## config.mk

```make
export PLATFORM = sky130hd
export DESIGN_NAME = fetch_datapath
export DESIGN_NICKNAME = d
export VERILOG_FILES = /design/src/rtl/lc3b_types.sv /design/src/rtl/fetch_datapath_reg.sv /design/src/rtl/fetch_datapath.sv
export SDC_FILE = /design/constraint.sdc
export NUM_CORES = 1
export LEC_CHECK = 0
export ABC_AREA = 1
export CORE_MARGIN = 5
export CORE_UTILIZATION = 45
export DETAILED_ROUTE_END_ITERATION = 8
export GPL_TIMING_DRIVEN = 0
export MAX_ROUTING_LAYER = met4
export PLACE_DENSITY = 0.81
export SETUP_SLACK_MARGIN = 0.5
export SLEW_MARGIN = 25
export SYNTH_ARGS = -nofsm -noshare
export SYNTH_HDL_FRONTEND = slang
export SYNTH_SLANG_ARGS = --single-unit
export TNS_END_PERCENT = 30
```

## constraint.sdc

```tcl
create_clock -name Clk -period 1.7 [get_ports Clk]
set_clock_uncertainty 0.15 [all_clocks]
set_input_delay 0.34 -clock Clk [delete_from_list [all_inputs] [get_ports Clk]]
set_output_delay 0.34 -clock Clk [all_outputs]
set_load 0.01 [all_outputs]
```

## src/rtl/lc3b_types.sv

```systemverilog
// -----------------------------------------------------------------------------
// lc3b_types
// Shared types for the instruction-fetch datapath.
//   fetch_state_t : the five fetch FSM states
//   IR_VALID_W    : width of the ir_valid strobe
//   MEM_REQ_W     : width of the memory read request
// -----------------------------------------------------------------------------
package lc3b_types;

   typedef enum logic [2:0] {
      HALT   = 3'd0,
      FETCH1 = 3'd1,
      FETCH2 = 3'd2,
      FETCH3 = 3'd3,
      PAUSE  = 3'd4
   } fetch_state_t;

   localparam int IR_VALID_W = 1;
   localparam int MEM_REQ_W  = 1;

endpackage

```

## src/rtl/fetch_datapath_reg.sv

```systemverilog
// -----------------------------------------------------------------------------
// fetch_datapath_reg
// Load-enabled register with synchronous active-low reset, shared by PC, MAR,
// MDR and IR.
//   Clk    : clock, rising edge
//   Reset  : synchronous active-low reset, forces q_o to RESET_VAL
//   load_i : capture d_i on the next rising edge
//   d_i    : next value
//   q_o    : stored value
// -----------------------------------------------------------------------------
module fetch_datapath_reg #(
   parameter int           W         = 16,
   parameter logic [W-1:0] RESET_VAL = '0
) (
   input  logic         Clk,
   input  logic         Reset,
   input  logic         load_i,
   input  logic [W-1:0] d_i,
   output logic [W-1:0] q_o
);

   logic [W-1:0] q_q;

   // NOTE: sequential state uses non-blocking assignment so every register
   // samples its inputs from the same pre-edge values.
   always_ff @(posedge Clk) begin
      // NOTE: reset has priority over load, so a load request (e.g. a memory
      // completion) arriving in the reset cycle is discarded.
      if (!Reset) begin
         q_q <= RESET_VAL;
      end else if (load_i) begin
         q_q <= d_i;
      end
   end

   assign q_o = q_q;

endmodule

```

## src/rtl/fetch_datapath.sv

```systemverilog
// -----------------------------------------------------------------------------
// fetch_datapath
// Instruction-fetch FSM with PC, MAR, MDR and IR registers.
//   Clk            : clock, rising edge
//   Reset          : synchronous active-low reset
//   Run            : level; starts fetching from HALT, low in PAUSE -> HALT
//   Continue       : level; its rising edge releases PAUSE
//   redirect_valid : in PAUSE, load PC from redirect_addr
//   redirect_addr  : branch/jump target
//   mem_rdata      : memory read data
//   mem_ready      : memory completion, only looked at in FETCH2
//   mem_addr       : MAR contents
//   mem_req        : read request, high in FETCH2
//   pc_out         : current PC
//   mdr_out        : current MDR
//   ir_out         : current IR
//   ir_valid       : one-cycle pulse when IR has just been loaded
//   busy           : high in FETCH1..FETCH3
// -----------------------------------------------------------------------------
module fetch_datapath
   import lc3b_types::*;
#(
   parameter int                DATA_W   = 16,
   parameter int                ADDR_W   = 20,
   parameter logic [DATA_W-1:0] PC_RESET = '0
) (
   input  logic                  Clk,
   input  logic                  Reset,
   input  logic                  Run,
   input  logic                  Continue,
   input  logic                  redirect_valid,
   input  logic [DATA_W-1:0]     redirect_addr,
   input  logic [DATA_W-1:0]     mem_rdata,
   input  logic                  mem_ready,
   output logic [ADDR_W-1:0]     mem_addr,
   output logic [MEM_REQ_W-1:0]  mem_req,
   output logic [DATA_W-1:0]     pc_out,
   output logic [DATA_W-1:0]     mdr_out,
   output logic [DATA_W-1:0]     ir_out,
   output logic [IR_VALID_W-1:0] ir_valid,
   output logic                  busy
);

   fetch_state_t          state_q;
   logic                  cont_q;
   logic [MEM_REQ_W-1:0]  mem_req_q;
   logic [IR_VALID_W-1:0] ir_valid_q;
   logic                  busy_q;

   logic                  cont_edge;
   logic [DATA_W-1:0]     pc_q, pc_d, mdr_q, ir_q;
   logic [ADDR_W-1:0]     mar_q, mar_d;
   logic                  pc_load, mar_load, mdr_load, ir_load;

   // Previous Continue is tracked in every state, so a level held through a
   // fetch does not look like a fresh edge once PAUSE is reached.
   assign cont_edge = Continue & ~cont_q;

   // FSM with registered outputs: mem_req/busy follow the state being
   // entered, ir_valid flags the cycle right after FETCH3.
   always_ff @(posedge Clk) begin
      if (!Reset) begin
         state_q    <= HALT;
         cont_q     <= 1'b0;
         mem_req_q  <= '0;
         ir_valid_q <= '0;
         busy_q     <= 1'b0;
      end else begin
         cont_q     <= Continue;
         ir_valid_q <= '0;
         case (state_q)
            HALT: begin
               if (Run) begin
                  state_q <= FETCH1;
                  busy_q  <= 1'b1;
               end
            end
            FETCH1: begin
               state_q   <= FETCH2;
               mem_req_q <= '1;
            end
            FETCH2: begin
               if (mem_ready) begin
                  state_q   <= FETCH3;
                  mem_req_q <= '0;
               end
            end
            FETCH3: begin
               state_q    <= PAUSE;
               busy_q     <= 1'b0;
               ir_valid_q <= '1;
            end
            PAUSE: begin
               if (!Run) begin
                  state_q <= HALT;
               end else if (cont_edge) begin
                  state_q <= FETCH1;
                  busy_q  <= 1'b1;
               end
            end
            default: begin
               state_q   <= HALT;
               mem_req_q <= '0;
               busy_q    <= 1'b0;
            end
         endcase
      end
   end

   // Next-PC mux: a redirect in PAUSE wins regardless of Run/Continue;
   // otherwise FETCH1 increments with natural wrap at 2^DATA_W.
   assign pc_load  = (state_q == FETCH1) || ((state_q == PAUSE) && redirect_valid);
   assign pc_d     = (state_q == PAUSE) ? redirect_addr : pc_q + DATA_W'(1);

   assign mar_load = (state_q == FETCH1);
   assign mar_d    = ADDR_W'(pc_q);

   assign mdr_load = (state_q == FETCH2) && mem_ready;
   assign ir_load  = (state_q == FETCH3);

   fetch_datapath_reg #(.W(DATA_W), .RESET_VAL(PC_RESET)) u_pc (
      .Clk(Clk), .Reset(Reset), .load_i(pc_load), .d_i(pc_d), .q_o(pc_q)
   );

   fetch_datapath_reg #(.W(ADDR_W), .RESET_VAL('0)) u_mar (
      .Clk(Clk), .Reset(Reset), .load_i(mar_load), .d_i(mar_d), .q_o(mar_q)
   );

   fetch_datapath_reg #(.W(DATA_W), .RESET_VAL('0)) u_mdr (
      .Clk(Clk), .Reset(Reset), .load_i(mdr_load), .d_i(mem_rdata), .q_o(mdr_q)
   );

   fetch_datapath_reg #(.W(DATA_W), .RESET_VAL('0)) u_ir (
      .Clk(Clk), .Reset(Reset), .load_i(ir_load), .d_i(mdr_q), .q_o(ir_q)
   );

   assign mem_addr = mar_q;
   assign mem_req  = mem_req_q;
   assign pc_out   = pc_q;
   assign mdr_out  = mdr_q;
   assign ir_out   = ir_q;
   assign ir_valid = ir_valid_q;
   assign busy     = busy_q;

endmodule
```

==> results of run 1 <==
-- cell type report --
| class | instances | area, µm² | share of cell area [%] |
|---|---|---|---|
| Multi-Input combinational cell | 269 | 1630 | 29.3 |
| Timing Repair Buffer | 155 | 1560 | 28.1 |
| Sequential cell | 71 | 1520 | 27.3 |
| Inverter | 65 | 264 | 4.75 |
| Buffer | 25 | 244 | 4.39 |
| Clock buffer | 10 | 138 | 2.47 |
| Clock inverter | 5 | 106 | 1.91 |
| Tap cell | 80 | 100 | 1.80 |
-- cells in the mapped netlist, types with 2 or more instances --
| cell type | n | area (µm²) |
|---|---|---|
| nand2_1 | 68 | 255 |
| clkbuf_1 | 10 | 37.5 |
| buf_4 | 6 | 45.0 |
| dfxtp_1 | 71 | 1420 |
| o21ai_0 | 60 | 300 |
| buf_1 | 2 | 7.51 |
| nand2_2 | 2 | 12.5 |
| o31ai_1 | 5 | 37.5 |
| a21oi_1 | 60 | 300 |
| nand4_1 | 3 | 18.8 |
| o21ai_1 | 8 | 40.0 |
| a31oi_1 | 2 | 12.5 |
| nor2_1 | 21 | 78.8 |
| nand3_1 | 19 | 95.1 |
| inv_2 | 8 | 30.0 |
| o21ai_2 | 4 | 35.0 |
| a21oi_2 | 4 | 35.0 |
| buf_2 | 6 | 30.0 |
| inv_1 | 56 | 210 |
-- metrics by stage --
stage | total power, W | area [µm²] | TNS (ns) | util [%]
2_1_floorplan | 0.00244 | 3190 | 0 | -
3_3_place_gp | 0.00292 | 4330 | -9.60 | 64.1
3_5_place_dp | 0.00295 | 4330 | -11.18 | 64.1
4_1_cts | 0.00465 | 4950 | 0 | 73.2
5_1_grt | 0.00523 | 5560 | 0 | 82.3
6_report | 0.00507 | 5560 | 0 | 82.3
-- worst max-delay path by stage --
stage                                 to  depth (start not counted)  slack [ns]
3_5_place_dp   u_pc.q_o[11]$_SDFFE_PN0P_                          4       -0.37
3_3_place_gp           busy$_SDFFE_PN0P_                          4       -0.37
5_1_grt        u_pc.q_o[10]$_SDFFE_PN0P_                          9        0.06
2_1_floorplan   u_pc.q_o[8]$_SDFFE_PN0P_                          7        0.32
6_report        u_pc.q_o[0]$_SDFFE_PN0P_                          8        0.13
4_1_cts        u_pc.q_o[12]$_SDFFE_PN0P_                         10        0.25
-- kinds of logic after synthesis --
kind of cell | synth area share [%]
buf+inv | 12.1
other cells | 0.121
flops | 45.8
compound gates | 24.7
simple gates | 17.0
fa+ha+maj | 0.403
-- layer usage --
layer	vias up	global-route usage [%]	share of wire, %
li1	1730	-	-
met1	1873	29.5	36
met2	334	41.2	47
met3	108	5.47	10
met4	0	12.3	7.0
met5	-	-	0
-- sequential cells by signal, summed over array words and instances, names as in the netlist --
name,flops
busy,1
u_mdr.q_o,16
u_ir.q_o,16
state_q,3
u_mar.q_o,16
u_pc.q_o,16
cont_q,1
mem_req,1
ir_valid,1
-- power by group --
| group | switching [W] | internal (W) | total, W |
|---|---|---|---|
| Sequential | 0.000138 | 0.00182 | 0.00195 |
| Clock | 0.000687 | 0.00101 | 0.00170 |
| Combinational | 0.000706 | 0.000710 | 0.00142 |
| Total | 0.00153 | 0.00353 | 0.00507 |
-- worst register-to-register path, stage by stage (launching register included) --
cell	delay (ns)
dfxtp_4	0.37
nor2_4	0.15
nand2_4	0.10
inv_6	0.09
nand2_4	0.07
nand2_8	0.12
inv_2	0.12
o21ai_0	0.22
a21oi_1	0.06
-- timing repair --
item,CTS,global route
pin swaps,4,20
setup endpoints to repair,138,138
buffers inserted,23,22
gates resized for setup,309,129
gates cloned,1,5
endpoints found under the hold margin,0,0
==> impl_metrics.yaml, run 1 <==
status:
  status: "completed"
routing:
  drt_pass1_iterations: 5
  wl_um: 14000
  antenna_left: 0
  drc: 0
  drt_iter0_drc: 426
  viasPerCell: 5.95
  detail_route.wl_per_cell_um: 20.6
  num_vias: 4045
place:
  pre_cts_ws_ns: -0.374
  place_inst: 614
  dp_hpwl_um: 7060
  place.gp.congestion: 0.941
  io_buffers: 104
worst_setup_path:
  path_buf_inv: 2
  worstPathArrival_ns: 1.67
  crit_path_max_incr_delay_ns: 0.37
  crit_fanout: 9
  slowest_stage: "dfxtp_4"
  reg2regPathDepth: 8
  cp-end-kind: "register"
  cpLargestDelayFamily: "simple AND/OR/NAND/NOR gates"
  path_common_cell: "nand2_4"
  reg2reg_to: "u_pc.q_o[0]$_SDFFE_PN0P_"
  path_class: "reg -> reg"
  path_cells: "nor2_4, nand2_4, inv_6, nand2_4, nand2_8, inv_2, o21ai_0, a21oi_1"
  ff2ff_setup_slack_ns: 0.13
  timing.rr.start: "state_q[0]$_SDFFE_PN0P_"
  start_kind: "register"
  cp.required_ns: 1.80
  crit_path_start: "state_q[0]$_SDFFE_PN0P_"
sta:
  holdWs_ns: 0.268
  maxSlewViolCount: 0
  hold_viol_final: 0
  max_clock_freq_mhz: 636
  fin_crit_sh_pct: 92.5
  finalCriticalPeriod_ns: 1.57
  grt_setup_unrepaired: "true"
  setup_violations: 0
  setup_ws_ns: 0.127
clock_network:
  h-tree-depth: 3
  clk_root_buffer_cell: "clkbuf_8"
  clock_latency_ns: 0.36
  cts_hold_buf: 0
  cts_tree: "done"
  cts.clk_slew.worst_paths_ns: 0.08
  tritoncts.num_buffers: 9
  clock_sinks: 71
  clockBufferDepth: 2
floorplanning:
  core-area_um2: 6760
  die_y_um: 93.1
  io_pins: 109
  die_w_um: 93.1
  fp-row-count: 30
  start_util_pct: 46.0
  die-area_um2: 8670
worst_hold_path:
  hold-path-cell-count: 3
  min_path_type: "in -> reg"
  hold_end: "u_pc.q_o[2]$_SDFFE_PN0P_"
  hold_start: "Reset"
power_and_ir_drop:
  ir_worst_vdd_uv: 700
  p_leak_nw: 2.39
  power_density_nw_per_um2: 911
logic_synthesis:
  ys_ff_latch: 71
  synth_area_per_cell_um2: 7.28
  netlist_instances: 427
  ys_warn_count: 0
  syn_area_um2: 3110
  synthDistinctLibCells: 31
  yosysSeqAreaShare_pct: 45.8
  synth_edf_count: 0
  async_flop_share_pct: 0
  ys.flop_type: "dfxtp_1"
global_routing:
  grt_pass1_wl_um: 16700
  grt_pass1_vias: 3444
  overflow: 0
  grt_start_max_net_pins: 13
  antenna_found_initial: 0
  grtUsageTotal_pct: 25.2
finish:
  mostFrequentLayoutCells: "inv_1, nand2_1, a21oi_1"
  final_nets: 635
  drive_above_1_share_pct: 42.8
  area_delta_synth_final_pct: 79.0
  diodes: 0
  fin_cells: 680
  fillers: 359
run:
  max-cap-violations: 0
(Power assumes the default switching activity.)
==> inputs of run 2 (changes only) <==
CORE_MARGIN = 4   (was 5)
CORE_UTILIZATION = 41   (was 45)
PLACE_DENSITY = 0.78   (was 0.81)
clock period = 1.3 ns   (was 1.7 ns; I/O delays follow)
==> run 2 against run 1 <==
Compared with the run above: the flow now finishes with violations (setup timing); global-route usage fell by 2.2 points; first-iteration DRC count fell by 35%; via count fell by 7.6%; flip-flop and latch count did not move; final cell count rose by 1.5%; largest cell class unchanged.
==> impl_metrics.yaml, run 2 (synthesis gave the netlist of run 1 again) <==
worst_setup_path:
  crit_fanout: 6
  path_cells: "ha_4, nand2_4, nor2_4, nand2_2, o31ai_1, nand2_1, a21oi_2"
  crit_path_max_incr_delay_ns: 0.40
  worstPathArrival_ns: 1.70
  cp.required_ns: 1.42
  path_buf_inv: 0
  start_kind: "register"
  cp-end-kind: "register"
  cpLargestDelayFamily: "simple AND/OR/NAND/NOR gates"
  slowest_stage: "dfxtp_4"
  path_class: "reg -> reg"
sta:
  grt_setup_unrepaired: "true"
  setup_violations: 54
  max_clock_freq_mhz: 630
  holdWs_ns: 0.285
  hold_viol_final: 0
  setup_ws_ns: -0.287
  maxSlewViolCount: 0
  finalCriticalPeriod_ns: 1.59
  fin_crit_sh_pct: 122
power_and_ir_drop:
  switching_share_pct: 31.6
  pwr-share-clk_pct: 28.9
  ir_worst_vdd_uv: 614
  p_leak_nw: 2.27
  p_int_w: 0.00412
  p_sw_w: 0.00190
  power_density_nw_per_um2: 1110
  comb_power_share_pct: 28.6
  seqPwrFrac_pct: 42.5
place:
  place.gp.congestion: 0.866
  dp_hpwl_um: 7060
  dpl-instance-area_um2: 4370
  io_buffers: 104
global_routing:
  grt_use_met2_pct: 37.6
  grt-busiest-layer: "met2"
  use_met3_pct: 3.16
  grtUsageTotal_pct: 23.0
  grt_pass1_vias: 3232
  grt_use_met1_pct: 28.5
  grt_start_max_net_pins: 13
  overflow: 0
  antenna_found_initial: 0
  grt_pass1_wl_um: 15600
routing:
  drt_pass1_iterations: 5
  drc: 0
  detail_route.wl_per_cell_um: 17.8
  antenna_left: 0
  drt_iter0_drc: 276
  num_vias: 3737
  viasPerCell: 5.42
  wl_um: 12300
finish:
  area_delta_synth_final_pct: 75.1
  drive_above_1_share_pct: 50.1
  mostFrequentLayoutCells: "buf_6, nand2_1, inv_1"
  final_common_cell: "buf_6"
  fin_area_um2: 5440
  diodes: 0
  final_nets: 626
run:
  max-cap-violations: 0
floorplanning:
  die_y_um: 95.1
  start_util_pct: 42.6
  die_w_um: 95.1
  fp-row-count: 31
  die-area_um2: 9030
  core-area_um2: 7290
  io_pins: 109
worst_hold_path:
  min_path_type: "in -> reg"
clock_network:
  cts_tree: "done"
  cts.clk_slew.worst_paths_ns: 0.07
  cts_hold_buf: 0
  h-tree-depth: 3
  clock_sinks: 71
  tritoncts.num_buffers: 9
  clock_latency_ns: 0.35
  clk_root_buffer_cell: "clkbuf_8"
  clockBufferDepth: 2
status:
  violations: "setup timing"
  status: "finished, violations left"
[run 2: changes by cell type in the layout (fill, tap and decap cells not counted), moves of 11 or more]
cell and delta:
buf_2 +14, o21ai_0 -17, dfxtp_2 +11, dlygate4sd2_1 -20, o21ai_2 +19, dfxtp_1 -11, buf_6 +17
[run 2: path summary, 6_finish.rpt]
check	cells past startpoint	slack (ns)	end	from
setup / recovery	7	-0.29	u_pc.q_o[6]$_SDFFE_PN0P_	u_pc.q_o[1]$_SDFFE_PN0P_
hold / removal	3	0.29	u_pc.q_o[2]$_SDFFE_PN0P_	Reset
setup reg to reg	7	-0.29	u_pc.q_o[6]$_SDFFE_PN0P_	u_pc.q_o[1]$_SDFFE_PN0P_
hold reg to reg	2	0.29	u_mar.q_o[6]$_SDFFE_PN0P_	u_mar.q_o[6]$_SDFFE_PN0P_
[run 2: worst min-delay path, cell delays in order]
cell and delay [ns]:
dlygate4sd2_1 0.34, o21ai_2 0.09, a31oi_1 0.04
[run 2: metal layers]
| layer | part of all wire [%] | wire length [µm] |
|---|---|---|
| met1 | 38 | 4670 |
| met2 | 51 | 6230 |
| met3 | 7.3 | 893 |
| met4 | 4.0 | 486 |
| met5 | 0 | 0 |
[run 2: through the flow]
step           setup TNS [ns]  worst slack [ns]  std cells  utilization, %  power, W
3_3_place_gp           -32.12            -0.666        633            59.9   0.00382
6_report                -4.64            -0.287        690            74.6   0.00603
4_1_cts                 -5.54            -0.162        671            66.5   0.00560
5_1_grt                 -7.39            -0.329        690            74.6   0.00625
2_1_floorplan          -0.788           -0.0763        430               -   0.00320
3_5_place_dp           -33.34            -0.662        633            59.9   0.00386
[run 2: repair_timing]
| item | in CTS | in global routing |
|---|---|---|
| resized for setup | 406 | 153 |
| pin swaps | 7 | 16 |
| endpoints found under the hold margin | 0 | 0 |
| cloned | 0 | 6 |
| buffers inserted | 23 | 13 |
| endpoints found under the setup margin | 138 | 138 |
[run 2: final cells by class]
class | count | area [µm²]
Fill cell | 502 | 1850
Buffer | 25 | 255
Clock inverter | 6 | 61.3
Tap cell | 99 | 124
Multi-Input combinational cell | 269 | 1650
Inverter | 65 | 262
Sequential cell | 71 | 1530
Clock buffer | 9 | 124
Timing Repair Buffer | 146 | 1430
[run 2: power by group through the flow]
stage / Sequential [W] / Clock [W] / Combinational (W)
after floorplan: 0.00264 / 0 / 0.000558
after global placement: 0.00256 / 0 / 0.00126
after detailed placement: 0.00257 / 0 / 0.00129
after CTS: 0.00254 / 0.00173 / 0.00133
after global routing: 0.00258 / 0.00182 / 0.00184
final: 0.00256 / 0.00174 / 0.00173
